File: config.mk
export PLATFORM = sky130hd
export DESIGN_NAME = jtag_tap_dbg_target
export DESIGN_NICKNAME = d
export VERILOG_FILES = /design/src/rtl/jtag_pkg.sv /design/src/rtl/jtag_tap_fsm.sv /design/src/rtl/jtag_tap_dbg_target.sv
export SDC_FILE = /design/constraint.sdc
export NUM_CORES = 1
export LEC_CHECK = 0
export CORE_ASPECT_RATIO = 0.5
export CORE_MARGIN = 2
export CORE_UTILIZATION = 55
export DETAILED_ROUTE_END_ITERATION = 6
export PLACE_DENSITY = 0.79
export RECOVER_POWER = 25
export SYNTH_ARGS = -nofsm -noshare
export SYNTH_HDL_FRONTEND = slang
export SYNTH_SLANG_ARGS = --single-unit
export TNS_END_PERCENT = 30
File: constraint.sdc
create_clock -name clk -period 3.44 [get_ports clk]
set_input_delay 1.032 -clock clk [delete_from_list [all_inputs] [get_ports clk]]
set_output_delay 1.032 -clock clk [all_outputs]
set_load 0.1 [all_outputs]
File: src/rtl/jtag_pkg.sv
// Shared definitions for the target-side JTAG TAP: state codes, IR opcodes,
// DBGACC op codes and status bit positions.
package jtag_pkg;

  // Standard 1149.1 state encoding, kept as plain constants for legacy tools.
  typedef logic [3:0] tap_state_e;

  localparam tap_state_e TapExit2Dr   = 4'h0;
  localparam tap_state_e TapExit1Dr   = 4'h1;
  localparam tap_state_e TapShiftDr   = 4'h2;
  localparam tap_state_e TapPauseDr   = 4'h3;
  localparam tap_state_e TapSelectIr  = 4'h4;
  localparam tap_state_e TapUpdateDr  = 4'h5;
  localparam tap_state_e TapCaptureDr = 4'h6;
  localparam tap_state_e TapSelectDr  = 4'h7;
  localparam tap_state_e TapExit2Ir   = 4'h8;
  localparam tap_state_e TapExit1Ir   = 4'h9;
  localparam tap_state_e TapShiftIr   = 4'hA;
  localparam tap_state_e TapPauseIr   = 4'hB;
  localparam tap_state_e TapRunIdle   = 4'hC;
  localparam tap_state_e TapUpdateIr  = 4'hD;
  localparam tap_state_e TapCaptureIr = 4'hE;
  localparam tap_state_e TapTlr       = 4'hF;

  // Every opcode other than these two, all-ones included, selects BYPASS.
  localparam int unsigned IrIdcode = 'h01;
  localparam int unsigned IrDbgacc = 'h10;

  localparam logic [1:0] OpNop   = 2'd0;
  localparam logic [1:0] OpRead  = 2'd1;
  localparam logic [1:0] OpWrite = 2'd2;
  localparam logic [1:0] OpClear = 2'd3;

  localparam int unsigned StPending = 0;
  localparam int unsigned StSticky  = 1;

endpackage

File: src/rtl/jtag_tap_fsm.sv
// 16-state TAP controller advanced by synchronised tck rises, with decoded
// capture/shift/update strobes for the register logic.
module jtag_tap_fsm
  import jtag_pkg::*;
(
  input  logic       clk,
  input  logic       rst,
  input  logic       tck_rise_i,
  input  logic       tms_i,
  input  logic       force_tlr_i,
  output tap_state_e state_o,
  output logic       capture_ir_o,
  output logic       shift_ir_o,
  output logic       update_ir_o,
  output logic       capture_dr_o,
  output logic       shift_dr_o,
  output logic       update_dr_o
);

  tap_state_e state_q, state_d;

  always_comb begin
    state_d = state_q;
    if (force_tlr_i) begin
      state_d = TapTlr;
    end else if (tck_rise_i) begin
      case (state_q)
        TapTlr:       state_d = tms_i ? TapTlr      : TapRunIdle;
        TapRunIdle:   state_d = tms_i ? TapSelectDr : TapRunIdle;
        TapSelectDr:  state_d = tms_i ? TapSelectIr : TapCaptureDr;
        TapCaptureDr: state_d = tms_i ? TapExit1Dr  : TapShiftDr;
        TapShiftDr:   state_d = tms_i ? TapExit1Dr  : TapShiftDr;
        TapExit1Dr:   state_d = tms_i ? TapUpdateDr : TapPauseDr;
        TapPauseDr:   state_d = tms_i ? TapExit2Dr  : TapPauseDr;
        TapExit2Dr:   state_d = tms_i ? TapUpdateDr : TapShiftDr;
        TapUpdateDr:  state_d = tms_i ? TapSelectDr : TapRunIdle;
        TapSelectIr:  state_d = tms_i ? TapTlr      : TapCaptureIr;
        TapCaptureIr: state_d = tms_i ? TapExit1Ir  : TapShiftIr;
        TapShiftIr:   state_d = tms_i ? TapExit1Ir  : TapShiftIr;
        TapExit1Ir:   state_d = tms_i ? TapUpdateIr : TapPauseIr;
        TapPauseIr:   state_d = tms_i ? TapExit2Ir  : TapPauseIr;
        TapExit2Ir:   state_d = tms_i ? TapUpdateIr : TapShiftIr;
        TapUpdateIr:  state_d = tms_i ? TapSelectDr : TapRunIdle;
      endcase
    end
  end

  always_ff @(posedge clk) begin
    if (rst) begin
      state_q <= TapTlr;
    end else begin
      state_q <= state_d;
    end
  end

  assign state_o      = state_q;
  assign capture_ir_o = (state_q == TapCaptureIr);
  assign shift_ir_o   = (state_q == TapShiftIr);
  assign update_ir_o  = (state_q == TapUpdateIr);
  assign capture_dr_o = (state_q == TapCaptureDr);
  assign shift_dr_o   = (state_q == TapShiftDr);
  assign update_dr_o  = (state_q == TapUpdateDr);

endmodule

File: src/rtl/jtag_tap_dbg_target.sv
// Target-side JTAG TAP: oversampled pins, IR/DR scan chains and a DBGACC
// register that issues valid/ready requests to the core debug unit.
module jtag_tap_dbg_target
  import jtag_pkg::*;
#(
  parameter int unsigned IR_LEN     = 5,
  parameter logic [31:0] IDCODE_VAL = 32'h1DC0_0001,
  parameter int unsigned ADDR_W     = 8,
  parameter int unsigned DATA_W     = 32
) (
  input  logic              clk,
  input  logic              rst,
  input  logic              jtag_tck,
  input  logic              jtag_tms,
  input  logic              jtag_tdi,
  input  logic              jtag_trstn,
  output logic              jtag_tdo,
  output logic              dbg_req_valid,
  input  logic              dbg_req_ready,
  output logic              dbg_req_write,
  output logic [ADDR_W-1:0] dbg_req_addr,
  output logic [DATA_W-1:0] dbg_req_wdata,
  input  logic              dbg_rsp_valid,
  input  logic [DATA_W-1:0] dbg_rsp_rdata,
  output tap_state_e        tap_state
);

  localparam int unsigned DrW = 2 + ADDR_W + DATA_W;

  logic [1:0] tck_sync_q, tms_sync_q, tdi_sync_q, trstn_sync_q;
  logic       tck_prev_q;

  always_ff @(posedge clk) begin
    if (rst) begin
      tck_sync_q   <= '0;
      tms_sync_q   <= '0;
      tdi_sync_q   <= '0;
      trstn_sync_q <= '0;
      tck_prev_q   <= 1'b0;
    end else begin
      tck_sync_q   <= {tck_sync_q[0], jtag_tck};
      tms_sync_q   <= {tms_sync_q[0], jtag_tms};
      tdi_sync_q   <= {tdi_sync_q[0], jtag_tdi};
      trstn_sync_q <= {trstn_sync_q[0], jtag_trstn};
      tck_prev_q   <= tck_sync_q[1];
    end
  end

  logic tck_rise, tck_fall, tdi, force_tlr;
  assign tck_rise  = tck_sync_q[1] & ~tck_prev_q;
  assign tck_fall  = ~tck_sync_q[1] & tck_prev_q;
  assign tdi       = tdi_sync_q[1];
  assign force_tlr = ~trstn_sync_q[1];

  logic capture_ir, shift_ir, update_ir, capture_dr, shift_dr, update_dr;

  jtag_tap_fsm u_fsm (
    .clk          (clk),
    .rst          (rst),
    .tck_rise_i   (tck_rise),
    .tms_i        (tms_sync_q[1]),
    .force_tlr_i  (force_tlr),
    .state_o      (tap_state),
    .capture_ir_o (capture_ir),
    .shift_ir_o   (shift_ir),
    .update_ir_o  (update_ir),
    .capture_dr_o (capture_dr),
    .shift_dr_o   (shift_dr),
    .update_dr_o  (update_dr)
  );

  logic [IR_LEN-1:0] ir_q, ir_sr_q;
  logic [31:0]       idcode_sr_q;
  logic              bypass_q, tdo_q;
  logic [DrW-1:0]    dbg_sr_q;

  logic req_valid_q, req_valid_d, req_write_q, req_write_d;
  logic pending_q, pending_d, sticky_q, sticky_d;
  logic [ADDR_W-1:0] req_addr_q, req_addr_d, last_addr_q, last_addr_d;
  logic [DATA_W-1:0] req_wdata_q, req_wdata_d, last_rdata_q, last_rdata_d;

  logic sel_idcode, sel_dbg, dr_lsb;
  logic [1:0] status;
  assign sel_idcode = (ir_q == IR_LEN'(IrIdcode));
  assign sel_dbg    = (ir_q == IR_LEN'(IrDbgacc));
  assign dr_lsb     = sel_idcode ? idcode_sr_q[0] : (sel_dbg ? dbg_sr_q[0] : bypass_q);

  always_comb begin
    status            = '0;
    status[StPending] = pending_q;
    status[StSticky]  = sticky_q;
  end

  always_ff @(posedge clk) begin
    if (rst) begin
      ir_q        <= IR_LEN'(IrIdcode);
      ir_sr_q     <= '0;
      idcode_sr_q <= '0;
      bypass_q    <= 1'b0;
      dbg_sr_q    <= '0;
      tdo_q       <= 1'b0;
    end else begin
      if (tck_rise) begin
        if (capture_ir) begin
          ir_sr_q <= IR_LEN'(1);
        end else if (shift_ir) begin
          ir_sr_q <= {tdi, ir_sr_q[IR_LEN-1:1]};
        end
        if (capture_dr) begin
          idcode_sr_q <= IDCODE_VAL;
          bypass_q    <= 1'b0;
          dbg_sr_q    <= {last_rdata_q, last_addr_q, status};
        end else if (shift_dr) begin
          if (sel_idcode) begin
            idcode_sr_q <= {tdi, idcode_sr_q[31:1]};
          end else if (sel_dbg) begin
            dbg_sr_q <= {tdi, dbg_sr_q[DrW-1:1]};
          end else begin
            bypass_q <= tdi;
          end
        end
      end
      if (force_tlr || tap_state == TapTlr) begin
        ir_q <= IR_LEN'(IrIdcode);
      end else if (tck_fall && update_ir) begin
        ir_q <= ir_sr_q;
      end
      if (tck_fall) begin
        tdo_q <= shift_ir ? ir_sr_q[0] : (shift_dr ? dr_lsb : 1'b0);
      end
    end
  end

  logic       dbg_update;
  logic [1:0] dbg_op;
  assign dbg_update = tck_fall & update_dr & sel_dbg;
  assign dbg_op     = dbg_sr_q[1:0];

  always_comb begin
    req_valid_d  = req_valid_q;
    req_write_d  = req_write_q;
    req_addr_d   = req_addr_q;
    req_wdata_d  = req_wdata_q;
    pending_d    = pending_q;
    sticky_d     = sticky_q;
    last_addr_d  = last_addr_q;
    last_rdata_d = last_rdata_q;
    if (req_valid_q && dbg_req_ready) begin
      req_valid_d = 1'b0;
    end
    if (pending_q && dbg_rsp_valid) begin
      pending_d = 1'b0;
      if (!req_write_q) begin
        last_rdata_d = dbg_rsp_rdata;
      end
    end
    if (dbg_update) begin
      case (dbg_op)
        OpNop: ;
        OpRead, OpWrite: begin
          // A request while one is outstanding is lost; flag it for the host.
          if (pending_q) begin
            sticky_d = 1'b1;
          end else begin
            req_valid_d = 1'b1;
            req_write_d = (dbg_op == OpWrite);
            req_addr_d  = dbg_sr_q[2 +: ADDR_W];
            req_wdata_d = dbg_sr_q[2 + ADDR_W +: DATA_W];
            last_addr_d = dbg_sr_q[2 +: ADDR_W];
            pending_d   = 1'b1;
          end
        end
        OpClear: sticky_d = 1'b0;
      endcase
    end
  end

  always_ff @(posedge clk) begin
    if (rst) begin
      req_valid_q  <= 1'b0;
      req_write_q  <= 1'b0;
      req_addr_q   <= '0;
      req_wdata_q  <= '0;
      pending_q    <= 1'b0;
      sticky_q     <= 1'b0;
      last_addr_q  <= '0;
      last_rdata_q <= '0;
    end else begin
      req_valid_q  <= req_valid_d;
      req_write_q  <= req_write_d;
      req_addr_q   <= req_addr_d;
      req_wdata_q  <= req_wdata_d;
      pending_q    <= pending_d;
      sticky_q     <= sticky_d;
      last_addr_q  <= last_addr_d;
      last_rdata_q <= last_rdata_d;
    end
  end

  assign jtag_tdo      = tdo_q;
  assign dbg_req_valid = req_valid_q;
  assign dbg_req_write = req_write_q;
  assign dbg_req_addr  = req_addr_q;
  assign dbg_req_wdata = req_wdata_q;

endmodule

Yosys cells after proc, flatten, opt, wreduce, memory -nomap -nowiden --
Index checks and enable logic that the tools add are counted.
Word-level totals: bits in registers 175, input port bits 40, output and inout port bits 47
Cells by class: equality and inequality tests 23, mux-type cells 40, bitwise logic cells 9, reductions and logical operators 23
Operator list (number):
- two-way mux 42 bit | 4
- two-way mux 32 bit | 3
- one-hot mux 4 bit (12 select lines) | 1
- == test 4 bit (second input constant) | 8
- two-way mux 1 bit | 18
- == test 4 x 3 -> 1 bit (second input constant) | 4
- two-way mux 2 bit | 6
- two-way mux 3 bit | 4
- two-way mux 5 bit | 2
- nonzero test 2 bit | 5
- OR reduction 2 bit | 5
- AND reduction 3 bit | 3
- == test 4 x 2 -> 1 bit (second input constant) | 2
- AND reduction 4 bit | 2
- != test 2 bit (second input constant) | 3
- == test 5 x 1 -> 1 bit (second input constant) | 1
- == test 5 bit (second input constant) | 1
- inverter 1 bit | 5
- bitwise AND 1 bit | 4
- == test 2 bit (second input constant) | 2
- == test 4 x 1 -> 1 bit (second input constant) | 1
- zero test 4 bit | 1
- two-way mux 4 bit | 1
- AND reduction 2 bit | 2
- other kinds (5) | 7

Depth between registers and ports, before layout --
depth after elaboration 5, depth in mapped cells 8

Hierarchy --
A second synthesis with hierarchy kept.
Second synthesis, totals: cells, all modules 818, area total of the unflattened synthesis 6937.9 um2
Modules (own cells, without submodules):
- jtag_tap_dbg_target | times used 1, cells each 776, area an instance 6601.3 um2, sequential area each 3423.3 um2
- jtag_tap_fsm | times used 1, cells each 42, area an instance 336.6 um2, sequential area each 80.1 um2

Worst setup path after synthesis --
OpenSTA, ideal clock, no wires.
kind flip-flop to flip-flop, start register u_fsm.state_q[1], in the netlist u_fsm.state_o[1], end register tdo_q, in the netlist jtag_tdo, data arrival time 2.206 ns, data required time 3.349 ns, setup slack 1.142 ns, stages on the path, launching flop included 5, clock period less this slack 2.298 ns, cells stage by stage dfxtp_1 -> buf_4 -> nand2_1 -> or4b_2 -> a311oi_1
Between the ends: word-level cells in the longest chain between the ends 3, elaborated cells on any way between the ends 4, those cells by class eq/ne (2); mux (2)
RTL lines:
- start: declaration | RTL line jtag_tap_fsm.sv:20 | tap_state_e state_q, state_d;
- start signal: assignment | RTL line jtag_tap_fsm.sv:50 | state_q <= TapTlr;
- start signal: assignment | RTL line jtag_tap_fsm.sv:52 | state_q <= state_d;
- == test 4 x 2 -> 1 bit | RTL line jtag_tap_fsm.sv:61 | assign shift_dr_o = (state_q == TapShiftDr);
- two-way mux 1 bit | RTL line jtag_tap_dbg_target.sv:129 | tdo_q <= shift_ir ? ir_sr_q[0] : (shift_dr ? dr_lsb : 1'b0);
- two-way mux 1 bit * | RTL line jtag_tap_dbg_target.sv:129
- end signal: assignment | RTL line jtag_tap_dbg_target.sv:129
- end: declaration | RTL line jtag_tap_dbg_target.sv:74 | logic bypass_q, tdo_q;
Mark *: on every way between the ends. The rest lies on a longest branch, timed or not. A chain may end at the register's enable or synchronous reset.

Worst setup path in the final report --
start input port rst, end register last_rdata_q[18]
RTL lines:
- start: declaration | RTL line jtag_tap_dbg_target.sv:12 | input logic rst,
- end signal: assignment | RTL line jtag_tap_dbg_target.sv:196 | last_rdata_q <= last_rdata_d;
- end: declaration | RTL line jtag_tap_dbg_target.sv:80 | logic [DATA_W-1:0] req_wdata_q, req_wdata_d, last_rdata_q, last_rdata_d;
No word-level cell between the ends.

==> flow_summary.yaml <==
outcome:
  run_status: "complete, but fails checks"
  failed_checks: "max-capacitance violations, max-slew violations"
timing:
  relSlewSlack_pct: -13.0
  fin_crit_ps: 2900
  min_period_over_period_pct: 84.3
  max_slew.worst_pin.slew_ps: 1690
  fin_setup_tns_ps: 0
  finClkSkew_ps: 11.5
  maxSlewViolCount: 37
  hold_viol: 0
  setup_viol: 0
  fmax_mhz: 345
  fin_ws_ps: 539
  whs_ps: 440
  rsz0062_at_grt: "false"
place:
  post-place-ws_ps: 887
  port_buffers: 86
  post-dp-hpwl_um: 10200
  globalplace.congestion: 0.796
  dp_cells: 1048
  dpl_cell_area_um2: 7920
clocking:
  post_cts_buffers: 0
  root_buffer: "clkbuf_16"
  clock_latency_ps: 420
  cts_hold_buf: 0
  cts_tree: "yes"
  clk_pin_slew_ps: 70
  cts_buffer_depth: 2
  htreeDepth: 4
  post_cts_resized: 0
  clock_sinks: 175
  cts_buffers: 17
pwr:
  p_leak_nw: 2.56
  p_int_mw: 3.19
  p_comb_share_pct: 2.6
  p_switching_uw: 861
  swShare_pct: 21.2
  p_seq_share_pct: 50.2
  report.power.total_mw: 4.05
  power.density_nw_per_um2: 483
  p_clk_share_pct: 47.2
  ir_drop_mv: 0.297
routing:
  drtAntennaViolNets: 0
  drt_wl_total_um: 17800
  drt_iter0_drc: 503
  wl_per_cell_um: 16.5
  viasPerCell: 6.01
  route.detailed.drc: 0
  vias: 6488
  dr.pass1.iters: 5
synth:
  async_flop_share_pct: 0
  syn-num-nets: 909
  syn_inst: 867
  seq_area_frac_synth_pct: 48.4
  syn_avg_cell_area_um2: 8.35
  post_synth_instance_area_um2: 7240
  synth-seq-cells: 175
  synth.distinct_cells: 40
  synth_edf_count: 0
  yosys_warnings: 0
  synth_ff_type: "dfxtp_1"
floorplan:
  die_y_um: 85.1
  ios: 87
  rows: 29
  die_w_um: 166
  core_um2: 12800
  die_area_um2: 14200
  start_util_pct: 56.7
worst_setup_path:
  reg2reg_depth: 5
  path_cells: "clkbuf_1 > clkbuf_2 > a21oi_1"
  cp_slowest_cell: "clkbuf_1"
  r2r-end: "dbg_sr_q[36]"
  worst-path-stages: 3
  timing.reg2reg.setup_slack_ps: 960
  cp-startpoint: "rst"
  arrival_ps: 3170
  critPathMaxFanout: 37
  r2r-start: "u_fsm.state_o[1]"
  slowest_delay_ps: 1200
  cp.required_ps: 3710
  start_kind: "input port"
  cp_num_buf_inv: 2
  crit_type: "input port to flip-flop"
  endpoint: "last_rdata_q[18]"
  cp_top_family: "buffers and inverters"
  end_kind: "flip-flop"
global_routing:
  grt_pass1_wl_um: 29100
  grtUsageTotal_pct: 25.0
  antenna_found_initial: 0
  grt_pass1_vias: 5964
  grt_max_degree: 75
  gr-total-overflow: 0
job:
  maxCapViolCount: 1
finish:
  nFillCells: 1097
  final_cell_mix: "175 x dfxtp_1, 160 x nand2_1, 159 x a21oi_1"
  area_delta_synth_final_pct: 15.8
  fin_area_um2: 8390
  antenna_cells: 0
  mostFrequentLayoutCell: "dfxtp_1"
  drive_above_1_share_pct: 11.1
  stdcell_count: 1079
  nets: 939
  fin_util_pct: 65.7
min_path:
  worstHoldPathType: "flip-flop to flip-flop"
cells by family after synthesis:
logic type	after synthesis	share of synthesized area, %
fa+ha+maj	2	0.345
buf+inv	96	6.20
flops	175	48.4
mux	5	0.691
simple gates	303	19.7
compound gates	286	24.7
flip-flops by register name, summed over array words and instances, names as in the netlist:
name / flops
dbg_sr_q: 42
dbg_req_wdata: 32
idcode_sr_q: 32
last_rdata_q: 32
last_addr_q: 8
ir_q: 5
ir_sr_q: 5
u_fsm.state_o: 4
tck_sync_q: 2
tdi_sync_q: 2
tms_sync_q: 2
trstn_sync_q: 2
bypass_q: 1
dbg_req_valid: 1
dbg_req_write: 1
jtag_tdo: 1
pending_q: 1
sticky_q: 1
tck_prev_q: 1
power by group through the flow:
stage | Combinational, mW | Clock, mW | Sequential (mW)
2_1_floorplan | 0.0440 | 0 | 2.09
3_3_place_gp | 0.104 | 0 | 2.08
3_5_place_dp | 0.104 | 0 | 2.08
4_1_cts | 0.104 | 1.93 | 2.04
5_1_grt | 0.110 | 2.02 | 2.04
6_report | 0.104 | 1.91 | 2.04
synthesized netlist by cell type (12+ instances only):
cell      number  share of area [%]
nor2_1        12               0.62
clkbuf_1      57                3.0
a311oi_2      26                5.4
o21ai_0       73                5.0
nand4_1       28                2.4
a21oi_1      159                 11
a311oi_1      18                2.2
nand2_1      160                8.3
dfxtp_1      175                 48
nor2b_1       15                1.3
nand3_1       45                3.1
buf_2         20                1.4
worst reg2reg max path, delay by kind of cell (launching register included):
kind / cells / cell delay (ps)
buffers and inverters: 1 / 650
AO/OA/AOI/OAI: 2 / 520
flip-flops: 1 / 610
AND/OR/NAND/NOR: 2 / 600
per-layer routing:
layer | vias up | wire [um] | track usage, %
met5 | - | 0 | 0
li1 | 3133 | - | -
met2 | 214 | 8620 | 42.2
met1 | 3124 | 8000 | 32.9
met3 | 17 | 960 | 4.29
met4 | 0 | 212 | 8.70
how the worst min path moves through the flow:
stage                     from              end  slack, ps  depth (start not counted)
2_1_floorplan    tck_sync_q[0]    tck_sync_q[1]        410                          1
3_3_place_gp     tms_sync_q[0]    tms_sync_q[1]        420                          1
3_5_place_dp   trstn_sync_q[0]  trstn_sync_q[1]        430                          1
4_1_cts          tms_sync_q[0]    tms_sync_q[1]        440                          1
5_1_grt        trstn_sync_q[0]  trstn_sync_q[1]        450                          1
6_report       trstn_sync_q[0]  trstn_sync_q[1]        440                          1
area by class of cell:
class	instances	area [um2]	share of cell area, %
clock inverter	12	135	1.61
tap	170	213	2.54
clock buffer	19	453	5.40
inverter	5	18.8	0.224
multi-input combinational	596	3300	39.4
timing repair buffer	102	764	9.11
sequential	175	3500	41.8
(Power assumes the default switching activity.)
